$ cat src/rtl/pc_call_stack.sv
// Program counter with a hardware return-address stack: jump, advance, call and return,
// with sticky overflow/underflow flags for calls into a full stack and returns from an empty one.
module pc_call_stack #(
    parameter int WIDTH = 16,
    parameter int DEPTH = 8,
    parameter int STEP  = 1
) (
    input  logic                           CLK,
    input  logic                           reset,
    input  logic [WIDTH-1:0]               in,
    input  logic                           load,
    input  logic                           inc,
    input  logic                           call,
    input  logic                           ret,
    output logic [WIDTH-1:0]               out,
    output logic [$clog2(DEPTH+1)-1:0]     sp,
    output logic                           full,
    output logic                           empty,
    output logic                           overflow,
    output logic                           underflow
);

    localparam int SPW = $clog2(DEPTH + 1);
    localparam int IW  = $clog2(DEPTH);

    logic [WIDTH-1:0] stack [DEPTH];
    logic [WIDTH-1:0] next_pc;
    logic [IW-1:0]    wr_idx;
    logic [IW-1:0]    rd_idx;
    logic             push;

    assign next_pc = out + WIDTH'(STEP);
    assign full    = (sp == SPW'(DEPTH));
    assign empty   = (sp == '0);
    assign wr_idx  = sp[IW-1:0];
    // When DEPTH is a power of two a full sp truncates to 0 and the -1 wraps to DEPTH-1.
    assign rd_idx  = sp[IW-1:0] - IW'(1);
    assign push    = !reset && !load && call && !full;

    always_ff @(posedge CLK) begin
        if (reset) begin
            out       <= '0;
            sp        <= '0;
            overflow  <= 1'b0;
            underflow <= 1'b0;
        end else if (load) begin
            out <= in;
        end else if (call) begin
            if (!full) begin
                out <= in;
                sp  <= sp + SPW'(1);
            end else begin
                overflow <= 1'b1;
            end
        end else if (ret) begin
            if (!empty) begin
                out <= stack[rd_idx];
                sp  <= sp - SPW'(1);
            end else begin
                underflow <= 1'b1;
            end
        end else if (inc) begin
            out <= next_pc;
        end
    end

    // NOTE: the stack array has no reset; entries at or above sp are never read, so clearing them buys nothing.
    always_ff @(posedge CLK) begin
        if (push) begin
            stack[wr_idx] <= next_pc;
        end
    end

endmodule
$ cat config.mk
export PLATFORM = sky130hd
export DESIGN_NAME = pc_call_stack
export DESIGN_NICKNAME = d
export VERILOG_FILES = /design/src/rtl/pc_call_stack.sv
export SDC_FILE = /design/constraint.sdc
export NUM_CORES = 1
export LEC_CHECK = 0
export ABC_AREA = 1
export BUFFER_PORTS_ARGS = -buffer_cell sky130_fd_sc_hd__buf_2
export CAP_MARGIN = 20
export CORE_ASPECT_RATIO = 1.1
export CORE_MARGIN = 2
export CORE_UTILIZATION = 30
export DETAILED_ROUTE_END_ITERATION = 10
export GPL_TIMING_DRIVEN = 0
export PLACE_DENSITY = 0.55
export SLEW_MARGIN = 15
export SYNTH_ARGS = -nofsm -noshare
export SYNTH_HDL_FRONTEND = slang
export SYNTH_SLANG_ARGS = --single-unit
export TNS_END_PERCENT = 50
$ cat constraint.sdc
create_clock -name CLK -period 4.2 [get_ports CLK]
set_clock_uncertainty 0.2 [all_clocks]
set_input_delay 0.21 -clock CLK [delete_from_list [all_inputs] [get_ports CLK]]
set_output_delay 0.21 -clock CLK [all_outputs]
set_load 0.02 [all_outputs]
==> qor.txt <==
Max-slew headroom: 41.4%
Number of global-route vias before repair: 4801
TritonRoute pass-1 iters: 5
Number of flops mapped to enable cells by yosys: 128
TNS Setup: 0 ps
DP Area: 7470 sq um
Core ar.: 22000 sq um
Clock sink count: 150
WL met2: 9140 um
Crit path kind: flop to flop
Area of the multi-input gates: 2130 sq um
Top-count cell post-synth: edfxtp_1
Worst path most repeated cell: buf_2
Setup ws final: 856 ps
Number of diodes: 0
Starting DRT DRC Count: 265
Slew Viols, Final: 0
H-tree level count: 4
Drt drc: 0
Finished Layout Cells: 1063
# setup viols final: 0
Postcts setup bufs: 0
Reg area: 4280 sq um
Cell row count: 57
Final period util: 79.6%
PortBufs: 44
Commonest cells post-synth: edfxtp_1 (128), nor2_1 (127), nand2_1 (118)
Status: complete, no violations
Critical Path Source Type: flop
RSZ-0062 raised after global routing: false
Placed Instances: 1012
Max_cap viols: 0
Static leakage: 3.13 nW
Post-synth top flop: edfxtp_1
Layout cells sized above 1: 17.2%
Top Metal Used: met4
Syn nets: 693
DR vias: 4970
Overflow after GRT: 0
WP data arrival: 3270 ps
Worst Path Required: 4130 ps
Tot GR Track Use: 15.7%
Synth-to-Final Area Change: 22.8%
Crit path cell chain: buf_2, inv_2, buf_4, buf_2, ha_1, nand3_2, inv_1, nor4_1, nand2_1, nor2_2, buf_8
Final Hold Viols: 0
Final Power: 3.95 mW
Die Y: 161 um
Worst vdd ir: 0.000303 V
FILL cells: 2165
Critical Path End Type: flop
CTS tree: yes
Pre-CTS WS: 848 ps
Clk Latency, worst-skew pair: 420 ps
Io pins: 46
Vias per inst: 4.68
Die span in x: 147 um
Crit path max-delay cell type: nor2_2
Post-DRT Antenna Nets: 0
Final WL: 18100 um
Post-synth top area share: 57.1%
Antenna violations before repair: 0
Clock slew at reported path FFs: 70 ps
Synth top area cells: edfxtp_1 (57%), nor2_1 (7.1%), nand2_1 (6.6%), dfxtp_1 (6.5%), o21ai_0 (4.4%)
Synth cell types: 36
Clk root buf: clkbuf_16
Syn_area_per_cell: 10.1 sq um
Synthesis warning total: 0
Worst slew pin tran: 877 ps
Worst Hold Class: primary input to flop
PD cells: 478 nW/um^2
Die Footprint: 23700 sq um
Met1 wire length: 7770 um
CTS Buf Count: 17
CP Max Fanout: 11
Initial Utilization: 30.6%
Post-Syn Instances: 665
Synth Register Bits: 150
Post-DP HPWL: 12800 um
Final nets: 783
CP max stage delay: 550 ps
DR WL/cell: 17.0 um
Post-route cell area: 8280 sq um
Fmax: 299 MHz
First-pass GRT wire length: 27800 um
Mapped Area: 6740 sq um
Async set-reset flop share out of synthesis: 0%
Placer Congestion: 0.849
Routed wl met3: 805 um
Max Buffers Root-to-Sink: 2
Sequential fraction of the synthesis area: 63.6%
Maximum number of pins on one net before global-route repair: 17
Tmin final: 3340 ps
Largest area contributor in the netlist: edfxtp_1
==> kinds of logic (layout without fill, tap and decap cells) <==
group / after synthesis / count (layout) / share of synthesized area [%]
buf+inv: 76 / 179 / 5.03
fa+ha+maj: 6 / 6 / 1.23
compound gates: 111 / 111 / 9.12
simple gates: 311 / 311 / 19.5
xor+xnor: 11 / 11 / 1.54
flops: 150 / 150 / 63.6
==> final timing paths <==
check	end	cells after the start	startpoint	slack, ps
max reg2reg	stack[3][4]	11	sp[0]	860
min	underflow	5	ret	20
min reg2reg	underflow	2	underflow	270
max	stack[3][4]	11	sp[0]	860
==> where the power goes <==
group | internal [mW] | switching [mW] | leakage, nW
Clock | 0.981 | 0.598 | 0.284
Combinational | 0.206 | 0.452 | 1.49
Sequential | 1.68 | 0.0358 | 1.35
==> critical path, delay by kind of cell (launching register included) <==
family,cells,cell delay [ps]
buffers and inverters,6,950
adder cells (fa/ha/maj),1,260
AND/OR/NAND/NOR,4,1200
flip-flops,1,430
==> layout make-up <==
| class | instances | area share (%) |
|---|---|---|
| Clock inverter | 11 | 1.80 |
| Clock buffer | 21 | 5.68 |
| Multi-Input combinational cell | 439 | 25.8 |
| Sequential cell | 150 | 51.8 |
| Buffer | 31 | 2.06 |
| Timing Repair Buffer | 71 | 6.41 |
| Tap cell | 295 | 4.46 |
| Inverter | 45 | 2.04 |
==> routing by layer <==
layer	global-route usage, %	vias up
met2	27.0	148
met5	0	-
met3	3.08	22
met1	19.7	2344
li1	-	2456
met4	5.87	0
==> stage by stage <==
| stage | hold slack (ps) | utilization (%) |
|---|---|---|
| finish | 21.3 | 37.6 |
| detailed placement | 241 | 33.9 |
| floorplan | 197 | - |
| CTS | 17.1 | 37.6 |
| global placement | 238 | 33.2 |
| global route | 69.3 | 37.6 |
==> state kept, by name, summed over array words and instances, names as in the netlist <==
signal	flops
out	16
overflow	1
sp	4
underflow	1
stack	128
==> repair_timing <==
action,CTS,global route
hold buffers,19,0
resized for setup,0,0
setup endpoints to repair,0,0
endpoints found under the hold margin,19,0
==> cell usage in the layout, fill, tap and decap left out, drive strengths merged, types with 3 or more instances in the layout <==
master,instances
buf,72
bufinv,3
a21oi,28
xnor2,6
nand2,121
o22ai,6
edfxtp,128
o21ai,61
inv,44
nand3,48
o211ai,13
xor2,5
nand4,4
nor2,130
clkinv,3
clkinvlp,6
ha,5
dlygate4sd3,19
clkbuf,32
dfxtp,22
nor3,5
No activity file was read; power rests on OpenSTA's default activity.
